--- src/rtl/fetch_decode_buffer_pkg.sv ---
// Shared definitions for the fetch/decode pipeline boundary: the machine word
// width, the canonical NOP encoding, and the entry type carried between stages.
package pipelinePkg;

  localparam int XLEN = 32;

  // addi x0, x0, 0 -- what decode sees whenever no real entry is presented
  localparam logic [XLEN-1:0] NOP_INSTRUCTION = 32'h00000013;

  typedef struct packed {
    logic [XLEN-1:0] pc;
    logic [XLEN-1:0] pcPlus;
    logic [XLEN-1:0] instruction;
  } fetchDecodeEntry;

endpackage

--- src/rtl/fetch_decode_buffer_if.sv ---
// Handshake bundle between fetch, the fetch/decode buffer and decode.
// The slave modport is the buffer's view; master is the surrounding pipeline.
interface fetch_decode_buffer_if #(
  parameter int XLEN  = 32,
  parameter int DEPTH = 2
);

  localparam int OCC_W = $clog2(DEPTH) + 1;

  logic             fetchValid;
  logic [XLEN-1:0]  fetchPc;
  logic [XLEN-1:0]  fetchPcPlus;
  logic [XLEN-1:0]  fetchInstruction;
  logic             fetchReady;

  logic             decodeValid;
  logic [XLEN-1:0]  decodePc;
  logic [XLEN-1:0]  decodePcPlus;
  logic [XLEN-1:0]  decodeInstruction;
  logic             decodeReady;

  logic             flush;
  logic [OCC_W-1:0] occupancy;

  modport master (
    output fetchValid, fetchPc, fetchPcPlus, fetchInstruction,
    output decodeReady, flush,
    input  fetchReady, decodeValid, decodePc, decodePcPlus, decodeInstruction,
    input  occupancy
  );

  modport slave (
    input  fetchValid, fetchPc, fetchPcPlus, fetchInstruction,
    input  decodeReady, flush,
    output fetchReady, decodeValid, decodePc, decodePcPlus, decodeInstruction,
    output occupancy
  );

endinterface

--- src/rtl/fetch_decode_buffer_storage.sv ---
// Entry array for the fetch/decode buffer: one synchronous write port and an
// asynchronous read port. Contents are deliberately not reset; validity is
// tracked by the pointer/occupancy logic in the parent.
module fetch_decode_storage
  import pipelinePkg::*;
#(
  parameter int DEPTH = 2,
  localparam int PTR_W = $clog2(DEPTH)
) (
  input  logic            clock,
  input  logic            writeEnable,
  input  logic [PTR_W-1:0] writeAddress,
  input  fetchDecodeEntry writeData,
  input  logic [PTR_W-1:0] readAddress,
  output fetchDecodeEntry readData
);

  fetchDecodeEntry entries [DEPTH];

  // Capture the incoming entry at the write slot
  always_ff @(posedge clock) begin
    if (writeEnable) begin
      entries[writeAddress] <= writeData;
    end
  end

  assign readData = entries[readAddress];

endmodule

--- src/rtl/fetch_decode_buffer.sv ---
// First-word-fall-through buffer between fetch and decode. Holds up to DEPTH
// {pc, pc+4, instruction} entries, back-pressures the PC when full and drops
// everything on a control-flow flush. fetchReady comes from registered state
// only, so a pop while full frees the slot for the following cycle.
module fetch_decode_buffer #(
  parameter int XLEN  = 32,
  parameter int DEPTH = 2
) (
  input  logic                  clock,
  input  logic                  reset,
  fetch_decode_buffer_if.slave  bus
);

  import pipelinePkg::*;

  localparam int PTR_W = $clog2(DEPTH);
  localparam int OCC_W = PTR_W + 1;
  localparam logic [OCC_W-1:0] FULL_COUNT = OCC_W'(DEPTH);

  logic [PTR_W-1:0] wrPtr;
  logic [PTR_W-1:0] rdPtr;
  logic [OCC_W-1:0] occupancy;

  logic            push;
  logic            pop;
  logic            headValid;
  fetchDecodeEntry writeEntry;
  fetchDecodeEntry headEntry;

  assign bus.fetchReady = (occupancy < FULL_COUNT);
  assign headValid      = (occupancy != '0) & ~bus.flush;
  assign push           = bus.fetchValid & bus.fetchReady & ~bus.flush;
  assign pop            = headValid & bus.decodeReady;

  assign writeEntry.pc          = bus.fetchPc;
  assign writeEntry.pcPlus      = bus.fetchPcPlus;
  assign writeEntry.instruction = bus.fetchInstruction;

  fetch_decode_storage #(
    .DEPTH (DEPTH)
  ) storage (
    .clock        (clock),
    .writeEnable  (push),
    .writeAddress (wrPtr),
    .writeData    (writeEntry),
    .readAddress  (rdPtr),
    .readData     (headEntry)
  );

  // Pointer and occupancy tracking; flush clears tracking ahead of any push/pop
  always_ff @(posedge clock or negedge reset) begin
    if (!reset) begin
      wrPtr     <= '0;
      rdPtr     <= '0;
      occupancy <= '0;
    end else if (bus.flush) begin
      wrPtr     <= '0;
      rdPtr     <= '0;
      occupancy <= '0;
    end else begin
      if (push) begin
        wrPtr <= wrPtr + PTR_W'(1);
      end
      if (pop) begin
        rdPtr <= rdPtr + PTR_W'(1);
      end
      case ({push, pop})
        2'b10:   occupancy <= occupancy + OCC_W'(1);
        2'b01:   occupancy <= occupancy - OCC_W'(1);
        default: occupancy <= occupancy;
      endcase
    end
  end

  // Present the head entry, or a zeroed NOP bubble when nothing is valid
  always_comb begin
    bus.decodeValid       = headValid;
    bus.decodePc          = '0;
    bus.decodePcPlus      = '0;
    bus.decodeInstruction = NOP_INSTRUCTION;
    if (headValid) begin
      bus.decodePc          = headEntry.pc;
      bus.decodePcPlus      = headEntry.pcPlus;
      bus.decodeInstruction = headEntry.instruction;
    end
  end

  assign bus.occupancy = occupancy;

endmodule

--- src/flat_wrapper.sv ---
// flat-port wrapper written by rule: the top's interface ports become plain ports
module fetch_decode_buffer_flat import pipelinePkg::*;
#(
  parameter int XLEN  = 32,
  parameter int DEPTH = 2
)
  (clock, reset, bus_fetchValid, bus_fetchPc, bus_fetchPcPlus, bus_fetchInstruction, bus_decodeReady, bus_flush, bus_fetchReady, bus_decodeValid, bus_decodePc, bus_decodePcPlus, bus_decodeInstruction, bus_occupancy);
  fetch_decode_buffer_if #(.XLEN(XLEN), .DEPTH(DEPTH)) bus_i ();
  input  logic clock;
  input  logic reset;
  input wire logic [$bits(bus_i.fetchValid)-1:0] bus_fetchValid;
  input wire logic [$bits(bus_i.fetchPc)-1:0] bus_fetchPc;
  input wire logic [$bits(bus_i.fetchPcPlus)-1:0] bus_fetchPcPlus;
  input wire logic [$bits(bus_i.fetchInstruction)-1:0] bus_fetchInstruction;
  input wire logic [$bits(bus_i.decodeReady)-1:0] bus_decodeReady;
  input wire logic [$bits(bus_i.flush)-1:0] bus_flush;
  output wire logic [$bits(bus_i.fetchReady)-1:0] bus_fetchReady;
  output wire logic [$bits(bus_i.decodeValid)-1:0] bus_decodeValid;
  output wire logic [$bits(bus_i.decodePc)-1:0] bus_decodePc;
  output wire logic [$bits(bus_i.decodePcPlus)-1:0] bus_decodePcPlus;
  output wire logic [$bits(bus_i.decodeInstruction)-1:0] bus_decodeInstruction;
  output wire logic [$bits(bus_i.occupancy)-1:0] bus_occupancy;
  assign bus_i.fetchValid = bus_fetchValid;
  assign bus_i.fetchPc = bus_fetchPc;
  assign bus_i.fetchPcPlus = bus_fetchPcPlus;
  assign bus_i.fetchInstruction = bus_fetchInstruction;
  assign bus_i.decodeReady = bus_decodeReady;
  assign bus_i.flush = bus_flush;
  assign bus_fetchReady = bus_i.fetchReady;
  assign bus_decodeValid = bus_i.decodeValid;
  assign bus_decodePc = bus_i.decodePc;
  assign bus_decodePcPlus = bus_i.decodePcPlus;
  assign bus_decodeInstruction = bus_i.decodeInstruction;
  assign bus_occupancy = bus_i.occupancy;
  fetch_decode_buffer #(.XLEN(XLEN), .DEPTH(DEPTH)) u_core (.clock(clock), .reset(reset), .bus(bus_i));
endmodule
--- config.mk ---
export PLATFORM = sky130hd
export DESIGN_NAME = fetch_decode_buffer_flat
export DESIGN_NICKNAME = d
export VERILOG_FILES = /design/src/rtl/fetch_decode_buffer_pkg.sv /design/src/rtl/fetch_decode_buffer_if.sv /design/src/rtl/fetch_decode_buffer_storage.sv /design/src/rtl/fetch_decode_buffer.sv /design/src/flat_wrapper.sv
export SDC_FILE = /design/constraint.sdc
export NUM_CORES = 1
export LEC_CHECK = 0
export CAP_MARGIN = 10
export CORE_MARGIN = 5
export CORE_UTILIZATION = 52
export CTS_CLUSTER_DIAMETER = 50
export DETAILED_ROUTE_END_ITERATION = 8
export GPL_TIMING_DRIVEN = 0
export PLACE_DENSITY = 0.85
export SLEW_MARGIN = 10
export SYNTH_ARGS = -nofsm -noshare
export SYNTH_HDL_FRONTEND = slang
export SYNTH_SLANG_ARGS = --single-unit
--- constraint.sdc ---
create_clock -name clock -period 14.5 [get_ports clock]
set_input_delay 2.9 -clock clock [delete_from_list [all_inputs] [get_ports clock]]
set_output_delay 2.9 -clock clock [all_outputs]
set_load 0.03 [all_outputs]
==> results.yml <==
detailed_routing:
  wirelength_um: 15500
  drt-initial-drc-count: 196
  viasPerCell: 5.00
  detail-route-antenna-nets: 0
  drt-wirelength-per-cell_um: 17.9
  vias: 4323
  drc: 0
  drt_pass1_iterations: 4
pwr:
  power_density_nw_per_um2: 119
  p_leak_nw: 3.50
  power_frac_seq: 0.522
  internal-power_uw: 966
  switching_share: 0.230
  peakVddDrop_mv: 0.0828
  power.switching_uw: 289
  p_comb_frac: 0.138
  p_clk_frac: 0.341
timing:
  relSlewSlack: 0.467
  rsz0062_at_grt: "no"
  fmax_mhz: 126
  worst_pin_slew_ns: 0.795
  min_period_ns: 7.94
  setup_viol: 0
  finalHoldViolCount: 0
  drv_slew: 0
  clock_skew_ns: 0.00667
  fin_crit_sh: 0.548
  tns_ns: 0
clocking:
  ctsLongestPathBuffers: 2
  cts_sinks: 196
  clock_latency_ns: 0.41
  cts_resized: 0
  cts_root_buf: "clkbuf_16"
  path_clk_slew_ns: 0.06
  cts_setup_buffers: 0
  cts_hold_buf: 0
  cts_tree: "yes"
  cts_max_level: 4
  cts_made_buffers: 17
critical_path:
  startpoint_type: "primary input"
  worstPathMaxFanout: 10
  critPathKind: "in -> out"
  cp-end-kind: "output port"
  worstPathRequired_ns: 11.60
  cp.arrival_ns: 5.04
outcome:
  status: "finished clean"
logic_synthesis:
  synth_seq_cells: 196
  yosys_warnings: 0
  syn_avg_cell_area_um2: 17.5
  yosysSeqAreaShare: 0.777
  synthCells: 431
  synthesis.area_um2: 7540
  synth_fp_nets: 532
  synth_cell_type_count: 22
floorplan:
  pin_count: 201
  fp.dieW_um: 130
  die_h_um: 130
  core_um2: 14400
  fp-row-count: 44
  start_util: 0.525
  die_area_um2: 17000
final_layout:
  num_antenna_cells: 0
  drive_gt1_frac: 0.113
  multi_input_area_um2: 1520
  fin_area_um2: 10500
  seq_area_um2: 5870
  layout.nets: 769
  area_growth_pct: 39.3
  fillers: 849
grt:
  antenna_found_initial: 1
  overflow: 0
  grt_pass1_vias: 4648
  grt_usage: 0.184
  grt_first_pass_wirelength_um: 23700
  grt_max_degree: 17
place:
  routabilityCongestion: 0.780
  dpl_cell_area_um2: 9960
  dp_hpwl_um: 11600
  io_buffers: 200
min_path:
  hp-class: "reg -> reg"
flow_run:
  maxCapViolCount: 0
## cell families after synthesis
group                  share of synthesized area
AND/OR/NAND/NOR                           0.0657
multiplexers                               0.129
AO/OA/AOI/OAI                            0.00365
XOR/XNOR                                 0.00232
flip-flops                                 0.777
buffers and inverters                     0.0222
## cell usage in the layout, fill, tap and decap left out, drive strengths merged
master and n:
mux2i 97, nand2 4, xor2 2, buf 38, or2b 1, clkdlybuf4s50 200
nor2 96, inv 4, clkinv 7, nor3 1, or2 1, a21o 1
clkinvlp 2, edfxtp 192, a21oi 2, bufinv 1, o21ai 2, dfrtp 4
nor3b 1, nand2b 1, nor2b 2, clkbuf 22
## area by class of cell
| class | count | share of cell area |
|---|---|---|
| Sequential cell | 196 | 0.558 |
| Buffer | 22 | 0.0152 |
| Inverter | 2 | 0.000715 |
| Clock buffer | 20 | 0.0416 |
| Tap cell | 184 | 0.0219 |
| Clock inverter | 12 | 0.0101 |
| Multi-Input combinational cell | 211 | 0.145 |
| Timing Repair Buffer | 218 | 0.207 |
## routing by layer
| layer | vias to the layer above | GRT usage | part of all wire |
|---|---|---|---|
| met4 | 2 | 0.0526 | 0.0075 |
| met2 | 150 | 0.325 | 0.53 |
| met3 | 12 | 0.0528 | 0.079 |
| met1 | 2087 | 0.223 | 0.39 |
| li1 | 2072 | - | - |
| met5 | - | 0 | 0.00077 |
## power by group through the flow
stage	registers [mW]	clock network, mW	logic [mW]
5_1_grt	0.656	0.459	0.184
3_5_place_dp	0.667	0	0.174
4_1_cts	0.655	0.436	0.175
6_report	0.654	0.427	0.173
3_3_place_gp	0.674	0	0.164
2_1_floorplan	0.672	0	0.0920
## stage by stage
| step | power, mW | setup slack (ns) | hold slack (ns) | utilization | instances |
|---|---|---|---|---|---|
| final | 1.25 | 6.56 | 0.625 | 0.731 | 865 |
| after global routing | 1.30 | 6.47 | 0.628 | 0.731 | 865 |
| after CTS | 1.27 | 6.55 | 0.627 | 0.731 | 865 |
| after detailed placement | 0.840 | 6.57 | 0.612 | 0.693 | 833 |
| after global placement | 0.838 | -0.0812 | 0.541 | 0.680 | 815 |
| after floorplan | 0.763 | 3.74 | 0.519 | - | 431 |
## registers in the layout (all words and copies together) (netlist names)
register / flops
u_core.wrPtr: 1
u_core.rdPtr: 1
u_core.storage.entries: 192
u_core.bus.occupancy: 2
## cell usage after synthesis
master    number  area, µm²
mux2i_1       97        971
nand2_1        4       15.0
or2_1          1       6.26
inv_1          2       7.51
clkbuf_1       2       7.51
a21o_1         1       7.51
or2b_1         1       7.51
nor2b_1        2       12.5
buf_4          2       15.0
dfrtp_1        4        100
nor2_1        86        323
nor2_4        10        113
o21ai_0        2       10.0
buf_2         11       55.1
a21oi_1        2       10.0
xor2_1         2       17.5
nor3b_1        1       7.51
nor3_1         1       5.00
nand2b_1       1       6.26
buf_8          1       15.0
buf_6          6       67.6
edfxtp_1     192       5770
## worst max-delay path: stages
cell and delay, ns:
clkdlybuf4s50_1 0.53, or2_1 0.29, clkbuf_1 0.14, buf_6 0.17
buf_6 0.15, nor2_1 0.15, clkdlybuf4s50_1 0.69
## final timing paths
| check | slack [ns] | end | from | cells past startpoint |
|---|---|---|---|---|
| worst min-delay path | 0.62 | u_core.bus.occupancy[1] | u_core.bus.occupancy[0] | 2 |
| worst max-delay path | 6.56 | bus_decodePcPlus[30] | bus_flush | 7 |
| min in group asynchronous | 2.70 | u_core.bus.occupancy[1] | reset | 1 |
| max in group asynchronous | 11.62 | u_core.rdPtr | reset | 1 |
| worst max register to register | 11.85 | u_core.storage.entries[0][2] | u_core.bus.occupancy[1] | 6 |
| worst min register to register | 0.62 | u_core.bus.occupancy[1] | u_core.bus.occupancy[0] | 2 |
Note: power is estimated with default switching activity, not from simulation.
